## config.mk

```make
export PLATFORM = sky130hd
export DESIGN_NAME = sif_mc_arbiter
export DESIGN_NICKNAME = d
export VERILOG_FILES = /design/src/rtl/sif_mc_arbiter.sv
export SDC_FILE = /design/constraint.sdc
export NUM_CORES = 1
export LEC_CHECK = 0
export BUFFER_PORTS_ARGS = -buffer_cell sky130_fd_sc_hd__buf_2
export CELL_PAD_IN_SITES_DETAIL_PLACEMENT = 1
export CELL_PAD_IN_SITES_GLOBAL_PLACEMENT = 1
export CORE_UTILIZATION = 51
export CTS_CLUSTER_DIAMETER = 150
export DETAILED_ROUTE_END_ITERATION = 10
export GPL_TIMING_DRIVEN = 0
export PLACE_DENSITY = 0.86
export SLEW_MARGIN = 20
export SYNTH_ARGS = -nofsm -noshare
export SYNTH_HDL_FRONTEND = slang
export SYNTH_SLANG_ARGS = --single-unit
export TNS_END_PERCENT = 10
```

## constraint.sdc

```tcl
create_clock -name clk -period 6.99 [get_ports clk]
set_clock_uncertainty 0.1 [all_clocks]
set_input_delay 0.699 -clock clk [delete_from_list [all_inputs] [get_ports clk]]
set_output_delay 0.699 -clock clk [all_outputs]
set_load 0.05 [all_outputs]
```

## src/rtl/sif_mc_arbiter.sv

```systemverilog
// N-channel SIF arbiter: per-channel request FIFOs, round-robin serialisation onto
// one WA port, read-data routing back to the originating channel, illegal-strobe counting.
module sif_mc_arbiter #(
  parameter int NCH   = 4,
  parameter int AW    = 8,
  parameter int DW    = 16,
  parameter int DEPTH = 4,
  parameter int CW    = 8
) (
  input  logic              clk,
  input  logic              rst,
  input  logic [NCH-1:0]    xa_wr_st,
  input  logic [NCH-1:0]    xa_rd_st,
  input  logic [NCH*AW-1:0] xa_addr,
  input  logic [NCH*DW-1:0] xa_wdata,
  output logic [NCH-1:0]    xa_ready,
  output logic [NCH-1:0]    xa_illegal,
  output logic [NCH-1:0]    xa_rvalid,
  output logic [DW-1:0]     xa_rdata,
  output logic [NCH*CW-1:0] illegal_cnt,
  output logic              wa_wr_st,
  output logic              wa_rd_st,
  output logic [AW-1:0]     wa_addr,
  output logic [DW-1:0]     wa_wdata,
  input  logic              wa_ack,
  input  logic              wa_rvalid,
  input  logic [DW-1:0]     wa_rdata
);

  localparam int PW = (NCH > 1) ? $clog2(NCH) : 1;
  localparam int IW = $clog2(DEPTH);
  localparam int KW = IW + 1;

  typedef enum logic [1:0] {IDLE, ISSUE, WAIT_RD} state_t;

  state_t          state, state_d;
  logic [1:0]      rst_sync;
  logic            rst_i;
  logic [PW-1:0]   rr_ptr, grant, gnt_idx, cand;
  logic            found, load, ack_take, rd_take;
  logic [NCH-1:0]  push, pop, nonempty;

  logic            mem_rd   [NCH][DEPTH];
  logic [AW-1:0]   mem_addr [NCH][DEPTH];
  logic [DW-1:0]   mem_data [NCH][DEPTH];
  logic [IW-1:0]   wr_ptr [NCH];
  logic [IW-1:0]   rd_ptr [NCH];
  logic [KW-1:0]   cnt    [NCH];
  logic [KW-1:0]   cnt_nx [NCH];

  // Reset asserts immediately but releases two clocks after rst falls.
  // NOTE: sequential state uses non-blocking assignments so every flop samples pre-edge values.
  always_ff @(posedge clk or posedge rst) begin
    if (rst) rst_sync <= 2'b11;
    else     rst_sync <= {rst_sync[0], 1'b0};
  end
  assign rst_i = rst_sync[1];

  // NOTE: every always_comb output gets a default first so no latch can be inferred.
  always_comb begin
    push     = '0;
    nonempty = '0;
    for (int i = 0; i < NCH; i++) begin
      push[i]     = (xa_wr_st[i] ^ xa_rd_st[i]) & xa_ready[i];
      nonempty[i] = (cnt[i] != '0);
      cnt_nx[i]   = cnt[i] + KW'(push[i]) - KW'(pop[i]);
    end
  end

  // First non-empty channel at or after rr_ptr, wrapping.
  always_comb begin
    found   = 1'b0;
    gnt_idx = '0;
    cand    = '0;
    for (int k = 0; k < NCH; k++) begin
      cand = PW'((int'(rr_ptr) + k) % NCH);
      if (!found && nonempty[cand]) begin
        found   = 1'b1;
        gnt_idx = cand;
      end
    end
  end

  always_ff @(posedge clk or posedge rst_i) begin
    if (rst_i) state <= IDLE;
    else       state <= state_d;
  end

  always_comb begin
    state_d  = state;
    load     = 1'b0;
    ack_take = 1'b0;
    rd_take  = 1'b0;
    pop      = '0;
    case (state)
      IDLE: if (found) begin
        load    = 1'b1;
        state_d = ISSUE;
      end
      ISSUE: if (wa_ack) begin
        ack_take   = 1'b1;
        pop[grant] = 1'b1;
        state_d    = wa_rd_st ? WAIT_RD : IDLE;
      end
      WAIT_RD: if (wa_rvalid) begin
        rd_take = 1'b1;
        state_d = IDLE;
      end
      default: state_d = IDLE;
    endcase
  end

  // NOTE: FIFO storage is not reset; the occupancy counters alone define which entries are valid.
  always_ff @(posedge clk) begin
    for (int i = 0; i < NCH; i++) begin
      if (push[i]) begin
        mem_rd[i][wr_ptr[i]]   <= xa_rd_st[i];
        mem_addr[i][wr_ptr[i]] <= xa_addr[i*AW +: AW];
        mem_data[i][wr_ptr[i]] <= xa_wdata[i*DW +: DW];
      end
    end
  end

  always_ff @(posedge clk or posedge rst_i) begin
    if (rst_i) begin
      xa_ready    <= '1;
      xa_illegal  <= '0;
      illegal_cnt <= '0;
      for (int i = 0; i < NCH; i++) begin
        wr_ptr[i] <= '0;
        rd_ptr[i] <= '0;
        cnt[i]    <= '0;
      end
    end else begin
      for (int i = 0; i < NCH; i++) begin
        if (push[i]) wr_ptr[i] <= wr_ptr[i] + 1'b1;
        if (pop[i])  rd_ptr[i] <= rd_ptr[i] + 1'b1;
        cnt[i]        <= cnt_nx[i];
        xa_ready[i]   <= (cnt_nx[i] != KW'(DEPTH));
        xa_illegal[i] <= xa_wr_st[i] & xa_rd_st[i];
        if (xa_wr_st[i] && xa_rd_st[i] && (illegal_cnt[i*CW +: CW] != {CW{1'b1}}))
          illegal_cnt[i*CW +: CW] <= illegal_cnt[i*CW +: CW] + 1'b1;
      end
    end
  end

  always_ff @(posedge clk or posedge rst_i) begin
    if (rst_i) begin
      wa_wr_st  <= 1'b0;
      wa_rd_st  <= 1'b0;
      wa_addr   <= '0;
      wa_wdata  <= '0;
      grant     <= '0;
      rr_ptr    <= '0;
      xa_rvalid <= '0;
      xa_rdata  <= '0;
    end else begin
      xa_rvalid <= '0;
      if (load) begin
        grant    <= gnt_idx;
        wa_addr  <= mem_addr[gnt_idx][rd_ptr[gnt_idx]];
        wa_wdata <= mem_data[gnt_idx][rd_ptr[gnt_idx]];
        wa_wr_st <= ~mem_rd[gnt_idx][rd_ptr[gnt_idx]];
        wa_rd_st <= mem_rd[gnt_idx][rd_ptr[gnt_idx]];
      end
      if (ack_take) begin
        wa_wr_st <= 1'b0;
        wa_rd_st <= 1'b0;
        rr_ptr   <= (grant == PW'(NCH - 1)) ? '0 : grant + 1'b1;
      end
      if (rd_take) begin
        xa_rdata         <= wa_rdata;
        xa_rvalid[grant] <= 1'b1;
      end
    end
  end

endmodule

```

-- After elaboration in Yosys (flattened, before gate mapping)
Memory sizes are Yosys's and may differ from the RTL's.
Index checks and enable logic that the tools add are counted.
- memories: 3
- input port bits: 124
- logic and storage cells: 219
- memory bits (writable): 400
- bits in registers: 122
- output and inout bits: 86
- memory list (memory ; depth ; width ; read ports ; clocked after Yosys merged registers in ; write ports ; RTL line ; text):
    mem_data ; 4 ; 64 ; 1 ; 0 ; 4 ; 45 ; logic [DW-1:0] mem_data [NCH][DEPTH];
    mem_addr ; 4 ; 32 ; 1 ; 0 ; 4 ; 44 ; logic [AW-1:0] mem_addr [NCH][DEPTH];
    mem_rd ; 4 ; 4 ; 1 ; 0 ; 4 ; 43 ; logic mem_rd [NCH][DEPTH];
- add/sub/neg operators: 24
- reductions and logical operators: 26
- $lt $le $gt $ge: 16
- multiplexer cells: 89
- bitwise operators: 19
- eq/ne operators: 14
- operators by type and width (cell ; number):
    $mux 64 ; 4
    $demux 16 s2 ; 4
    $mux 32 ; 4
    $mux 16 ; 6
    $demux 8 s2 ; 4
    $mux 8 ; 6
    $add 8x1->8 const B ; 4
    $bmux 16 s2 ; 1
    $ne 8x8->1 const B ; 4
    $mux 1 ; 29
    $mux 4 ; 7
    $mux 2 ; 11
    $add 2x1->2 const B ; 10
    $ge 3x3->1 const B ; 6
    $not 2->3 ; 6
    $bmux 8 s2 ; 1
    $logic_and 1x1->1 ; 16
    $lt 2x3->1 const B ; 5
    $add 3x1->3 ; 4
    $lt 3x1->1 const B ; 4
    $ne 3x3->1 const B ; 4
    $reduce_bool 3->1 ; 4
    $sub 3x1->3 ; 4
    $bmux 1 s2 ; 5
    other kinds (15) ; 35

-- Logic depth before layout (Yosys ltp)
Gate-level depths: netlist of the first run.
- depth in word-level cells: 24
- mapped depth: 12
- gate-level depth less buffers: 11

-- Worst setup path after synthesis of the first run
No wires, ideal clock.
- path type: flip-flop to flip-flop
- start: register cnt[7] (netlist bit)
- end: register wa_addr[0]
- setup time: 0.125 ns
- required time: 6.765 ns
- buffers on the path: 4
- arrival: 2.511 ns
- stages on the path, launching flop included: 13
- period minus slack after synthesis: 2.737 ns
- setup slack: 4.253 ns
- cell sequence: dfrtp_1 or3_4 a222oi_1 and3_1 buf_4 a31oi_1 a22o_1 buf_6 or2_1 buf_2 buf_6 a211oi_2 nor3_1
- longest elaborated chain between the ends: 21
- elaborated cells on any way between the ends: 34
- those cells by class: 24 x mux; 2 x bitwise; 7 x reduce/logical; 1 x memory
- ends and longest elaborated chain (element ; RTL line ; text):
    start: declaration ; 48 ; logic [KW-1:0] cnt [NCH];
    start signal: indexed assignment ; 138 ; cnt[i] <= cnt_nx[i];
    $reduce_bool 3->1 * ; 65 ; nonempty[i] = (cnt[i] != '0);
    $bmux 1 s2 ; 77 ; if (!found && nonempty[cand]) begin
    $mux 1 (implied by the code) ; 77 ;
    $mux 1 ; 77 ;
    $logic_not 1->1 ; 77 ;
    $logic_and 1x1->1 ; 77 ;
    $mux 1 ; 77 ;
    $logic_not 1->1 ; 77 ;
    (+3 left out) ; - ;
    $logic_and 1x1->1 ; 77 ;
    $mux 2 ; 77 ;
    $not 2->3 (implied by the code) ; 161 ; wa_addr <= mem_addr[gnt_idx][rd_ptr[gnt_idx]];
    $bmux 2 s2 ; 161 ;
    $mux 2 (implied by the code) (2 in a row) ; 161 ;
    $not 2->3 (implied by the code) ; 161 ;
    $bmux 8 s2 ; 161 ;
    $mux 8 (implied by the code) (2 in a row) ; 161 ;
    end signal: assignment ; 161 ;
    end: declaration ; 23 ; output logic [AW-1:0] wa_addr,
Every way passes the cells marked *; elsewhere a longest branch is shown, timed or not. The select of a mux whose other input is x is not followed.
A chain may end at the register's enable or synchronous reset.

-- Worst setup path in the final report of the first run
- start: register cnt[1] (netlist bit)
- end: register wa_wdata[1]
- longest elaborated chain between the ends: 21
- elaborated cells on any way between the ends: 34
- those cells by class: 24 x mux; 2 x bitwise; 7 x reduce/logical; 1 x memory
- ends and longest elaborated chain (element ; RTL line ; text):
    $reduce_bool 3->1 * ; 65 ;
    $bmux 1 s2 ; 77 ;
    $mux 1 (implied by the code) ; 77 ;
    $mux 1 ; 77 ;
    $logic_not 1->1 ; 77 ;
    $logic_and 1x1->1 ; 77 ;
    $mux 1 ; 77 ;
    $logic_not 1->1 ; 77 ;
    (+3 left out) ; - ;
    $logic_and 1x1->1 ; 77 ;
    $mux 2 ; 77 ;
    $not 2->3 (implied by the code) ; 162 ; wa_wdata <= mem_data[gnt_idx][rd_ptr[gnt_idx]];
    $bmux 2 s2 ; 162 ;
    $mux 2 (implied by the code) (2 in a row) ; 162 ;
    $not 2->3 (implied by the code) ; 162 ;
    $bmux 16 s2 ; 162 ;
    $mux 16 (implied by the code) (2 in a row) ; 162 ;
    end signal: assignment ; 162 ;
    end: declaration ; 24 ; output logic [DW-1:0] wa_wdata,
Marks and branches as above.

==> reports/results.txt, run 1 <==
Startpoint types: flip-flop
Maximum clock frequency: 256 MHz
Relative slew slack: 30.8%
Final GP Congestion: 0.969
Final Max Slew Viols: 0
I/O pin cnt: 210
Skew-Pair Late Insertion Delay: 0.63 ns
Reg2reg path depth: 10
Area of the multi-input gates: 5500 sq um
Largest family of logic cells by synthesized area: compound AO/OA/AOI/OAI gates
Worst Setup End Kind: flip-flop
Detailed Place HPWL: 53800 um
Multiplexer area fraction after synthesis: 1.37%
1st-pass router iterations: 5
Xor-xnor portion of the synthesized cell area: 1.98%
Die Y: 206 um
Warnings, synthesis: 0
Total gr overflow: 0
Share of the synthesized area in the top cell type: 56.7%
Total GRT Usage: 38.4%
Synth area leaders: edfxtp_1, dfrtp_1, a31oi_1
Vias per cell: 6.87
Final Critical Period: 3.90 ns
Hold WC Path Type: flip-flop to async pin
Final setup fails: 0
R2r endpoint: wa_wdata[1]
CP arrival: 4.32 ns
Outcome: finished clean
Largest net degree at the start of global routing: 87
P&R area growth vs syn: 19.5%
Die Wd: 206 um
Drt wl/cell: 33.6 um
FP Rows: 74
Gate Count Post-Synth: 1531
Mean Syn Cell Area: 13.8 sq um
Global-route wire length before repair: 114000 um
CTS tree: done
Clk pin slew, worst setup/hold paths: 0.06 ns
Commonest non-fill, non-tap cell in the layout: edfxtp_1
Setup CP Type: flip-flop to flip-flop
Fill cells: 3978
Worst R2R Setup Slack: 3.09 ns
Post-synthesis adder-cell area fraction: 2.50%
Max FO, Critical Path: 10
Most frequent cells in the layout: edfxtp_1, nand2_1, buf_2
Actual slew at the worst max-slew pin: 1.04 ns
IO buf count: 209
Final setup TNS: 0 ns
R2R Path Start: cnt[1]
Die ar.: 42400 sq um
Post-synth EDFFs: 400
Total CTS buffers: 54
Antenna violations before repair: 9
Simple-Gate Fraction of Synth Area: 7.51%
Setup Buffers After CTS: 0
Post-synthesis sequential area ratio: 71.1%
Max Cap Viol: 0
Ys async rst share: 23.4%
Syn Nets: 1695
Required time of the worst setup path: 7.41 ns
Cell variety after synth: 48
Top FF cell, synth: edfxtp_1
Area leader, netlist: edfxtp_1
Vias: 16.4k
Violation count after the first detailed-routing iteration: 2172
Synth Area in Compound Gates: 12.5%
Htree depth: 2
WL final: 80400 um
Vias in the first global route: 17.5k
Final worst-path cycle share: 55.8%
Core area: 40900 sq um
Root Buffer: clkbuf_16
DRC viols: 0
Sequential Area: 15100 sq um
Max Root-Sink Buffers: 3
ANT nets after route: 0
#FFs+latches synth: 522
Initial core utilization: 51.8%
RSZ-0062 raised after global routing: false
Post-Synthesis Cell Area: 21200 sq um
Layout cell share with drive strength beyond 1: 21.9%
Fin nets: 1976
Clock Sinks: 522
Final Hold Violating Endpoints: 0
## worst max-delay path, cell delays in order, from the launching register on
cell	delay [ns]
dfrtp_1	0.43
nor3_1	0.44
a221o_1	0.26
a21o_1	0.18
buf_2	0.31
clkbuf_1	0.41
clkbuf_1	0.81
nand2_1	0.15
a22oi_1	0.27
a211oi_2	0.11
nor3_1	0.30
## flip-flops by register name (all words and copies together) (netlist names), 12 cells and up
register     flops
wa_wdata        16
cnt             12
xa_rdata        16
mem_data       256
mem_addr       128
mem_rd          16
illegal_cnt     32
## per-stage QoR
| stage | utilization [%] | worst slack, ns | std cells | hold slack, ns | cell area (sq um) |
|---|---|---|---|---|---|
| 5_1_grt | 61.8 | 3.02 | 2390 | 0.148 | 25300 |
| 4_1_cts | 61.8 | 3.22 | 2390 | 0.139 | 25300 |
| 6_report | 61.8 | 3.09 | 2395 | 0.122 | 25300 |
| 2_1_floorplan | - | 3.38 | 1531 | 0.245 | 21200 |
| 3_3_place_gp | 56.0 | 1.51 | 2272 | 0.248 | 22900 |
| 3_5_place_dp | 57.0 | 3.29 | 2287 | 0.141 | 23300 |
## how the worst max path moves through the flow
stage / startpoint / end / slack, ns / cells after the start
after floorplan: rst_sync[1] / cnt[0] / 3.38 / 1
after global placement: rst_sync[1] / wa_wdata[8] / 1.51 / 1
after detailed placement: cnt[1] / wa_wdata[9] / 3.29 / 10
after CTS: cnt[1] / wa_wdata[1] / 3.22 / 10
after global routing: cnt[1] / wa_wdata[9] / 3.02 / 10
final: cnt[1] / wa_wdata[1] / 3.09 / 10
## final cells by class
class                   instances  share of cell area [%]
well taps                     532                    2.63
inverters                      44                   0.682
plain buffers                 110                    1.84
clock buffers                  76                    6.33
multi-input cells             855                    21.7
flip-flops and latches        522                    59.6
clock inverters                26                    1.45
repair buffers                225                    5.72
diodes                          5                  0.0494
## cell usage after synthesis, types with 3 or more instances
| library cell | number |
|---|---|
| a211oi_1 | 27 |
| a211oi_2 | 20 |
| a221oi_1 | 46 |
| a22oi_1 | 50 |
| a31oi_1 | 197 |
| and3_1 | 20 |
| buf_1 | 12 |
| buf_2 | 19 |
| buf_6 | 3 |
| clkbuf_1 | 74 |
| dfrtp_1 | 116 |
| dfstp_2 | 6 |
| edfxtp_1 | 400 |
| fa_1 | 4 |
| ha_1 | 36 |
| inv_1 | 44 |
| mux2_2 | 23 |
| nand2_1 | 239 |
| nand3_1 | 13 |
| nand4_1 | 12 |
| nor2_1 | 46 |
| nor3_1 | 31 |
| o21a_1 | 4 |
| o21ai_0 | 8 |
| or3_1 | 5 |
| xnor2_1 | 33 |
| xor2_1 | 15 |
## what timing repair did
action,4_1_cts,5_1_grt
endpoints found under the hold margin,2,0
gates resized for setup,0,0
hold buffers,1,0
## logic make-up after synthesis
kind of cell / Yosys count
xor+xnor: 48
mux: 26
simple gates: 375
buf+inv: 154
other cells: 1
compound gates: 365
flops: 522
fa+ha+maj: 40
## per-layer routing
| layer | routed length [um] | GRT usage (%) | vias to the layer above | part of all wire [%] |
|---|---|---|---|---|
| met1 | 26700 | 45.1 | 8113 | 33 |
| met5 | 53 | 0 | - | 0.066 |
| met3 | 10200 | 10.4 | 437 | 13 |
| li1 | - | - | 6422 | - |
| met4 | 5780 | 25.3 | 10 | 7.2 |
| met2 | 37800 | 62.0 | 1462 | 47 |
Power of run 1 is left out: the tool's default activity adds up to more than one toggle a clock period on the data nets, which glitch-free logic cannot reach.
==> inputs of run 2 (changes only) <==
Settings changed: CORE_UTILIZATION 51 to 44, PLACE_DENSITY 0.86 to 0.8.
Clock period 6.99 ns to 3.39 ns, I/O delays scaled along.
==> reports/results.txt, run 2 (same netlist as run 1, synthesis figures left out) <==
Actual slew at the worst max-slew pin: 1.11 ns
Startpoint types: flip-flop
Finished Cell Area: 26600 sq um
FP Rows: 80
Htree depth: 2
Final worst-path cycle share: 104%
RSZ-0062 raised after global routing: true
Die Y: 221 um
Fin nets: 2100
I/O pin cnt: 210
Violation count after the first detailed-routing iteration: 2205
Outcome: finished with violations
Most frequent cells in the layout: edfxtp_1, nand2_1, buf_2
CP arrival: 3.89 ns
Fill cells: 4710
Max FO, Critical Path: 10
Global-route wire length before repair: 117000 um
Antenna violations before repair: 0
Pwr dens: 1190 nW/um^2
Clock Sinks: 522
Vias in the first global route: 17.9k
Sequential Area: 15100 sq um
Clk pin slew, worst setup/hold paths: 0.06 ns
CTS tree: done
Vias per cell: 6.36
Total gr overflow: 0
Max Root-Sink Buffers: 3
Die ar.: 49000 sq um
Vias: 16.5k
Hold WC Path Type: flip-flop to async pin
Final Max Slew Viols: 0
Drt wl/cell: 31.2 um
Layout cell share with drive strength beyond 1: 23.3%
R2R Path Start: cnt[7]
Core area: 47600 sq um
Area of the multi-input gates: 5560 sq um
Final setup TNS: -0.409 ns
Detailed Place HPWL: 53100 um
WL final: 81100 um
Max FFs per register: 256
Max Cap Viol: 0
Peak supply drop: 0.867 mV
Final Critical Period: 3.52 ns
Area post-placement: 23400 sq um
Required time of the worst setup path: 3.76 ns
Setup crit start: cnt[7]
Skew-Pair Late Insertion Delay: 0.62 ns
Failing checks: negative setup slack
Setup CP Type: flip-flop to flip-flop
Largest net degree at the start of global routing: 31
Post-route setup slack: -0.127 ns
ANT nets after route: 0
DRC viols: 0
Root Buffer: clkbuf_16
P&R area growth vs syn: 25.4%
IO buf count: 209
Total GRT Usage: 32.7%
Total CTS buffers: 54
Die Wd: 221 um
Initial core utilization: 44.5%
Final setup fails: 11
Relative slew slack: 26.0%
Maximum clock frequency: 284 MHz
Lkg Pwr: 10.2 nW
Commonest non-fill, non-tap cell in the layout: edfxtp_1
Final GP Congestion: 0.936
Worst Setup End Kind: flip-flop
1st-pass router iterations: 5
Final Hold Violating Endpoints: 0
[run 2: critical path: stages (launching register included)]
cell and delay [ns]:
dfrtp_1 0.38, or3_4 0.42, nor4_1 0.31, a21o_1 0.23, buf_2 0.32, nand2_1 0.12
a22oi_2 0.29, buf_4 0.32, buf_2 0.39, a211oi_1 0.16, nor3_1 0.33
[run 2: path summary, 6_finish.rpt]
kind,depth (start not counted),to,slack (ns)
max in group asynchronous,4,xa_ready[1],2.07
worst min-delay path,1,xa_rdata[2],0.11
min in group clk,0,rst_sync[1],0.26
worst min register to register,1,xa_rdata[2],0.11
worst max-delay path,10,wa_wdata[0],-0.13
worst max register to register,10,wa_wdata[0],-0.13
[run 2: routing by layer]
| metal | routed length (um) | up-vias | track usage (%) |
|---|---|---|---|
| met4 | 4370 | 0 | 16.9 |
| met1 | 28700 | 8266 | 39.6 |
| met2 | 39200 | 1269 | 55.0 |
| met5 | 0 | - | 0 |
| li1 | - | 6657 | - |
| met3 | 8850 | 318 | 7.37 |
[run 2: final cells by class]
class	instances	area share [%]
antenna	1	0.00942
tap	615	2.90
inverter	44	0.636
sequential	522	56.7
clock buffer	77	5.80
buffer	110	2.16
multi-input combinational	855	20.9
clock inverter	24	0.796
timing repair buffer	349	10.1
[run 2: what timing repair did]
item / CTS / global route
resized for setup: 55 / 45
setup endpoints to repair: 24 / 26
hold endpoints to repair: 424 / 0
hold buffers: 123 / 0
pin swaps: 1 / 0
buffers inserted: 1 / 0
[run 2: per-stage QoR]
step / std cells / util, % / hold slack (ns) / setup slack (ns) / power, mW
floorplan: 1531 / - / 0.151 / 0.653 / 18.2
global placement: 2355 / 48.3 / 0.248 / -0.140 / 23.1
detailed placement: 2371 / 49.1 / 0.111 / -0.349 / 24.2
CTS: 2596 / 55.6 / 0.116 / 0.00535 / 30.8
global route: 2596 / 55.8 / 0.129 / -0.0953 / 32.3
finish: 2597 / 55.8 / 0.106 / -0.127 / 31.6
[run 2: power breakdown]
group	internal [mW]	total [mW]	switching, mW
sequential	8.59	9.42	0.823
clock	3.45	6.04	2.58
combinational	4.44	16.1	11.7
Power figures use the tool's default switching activity.
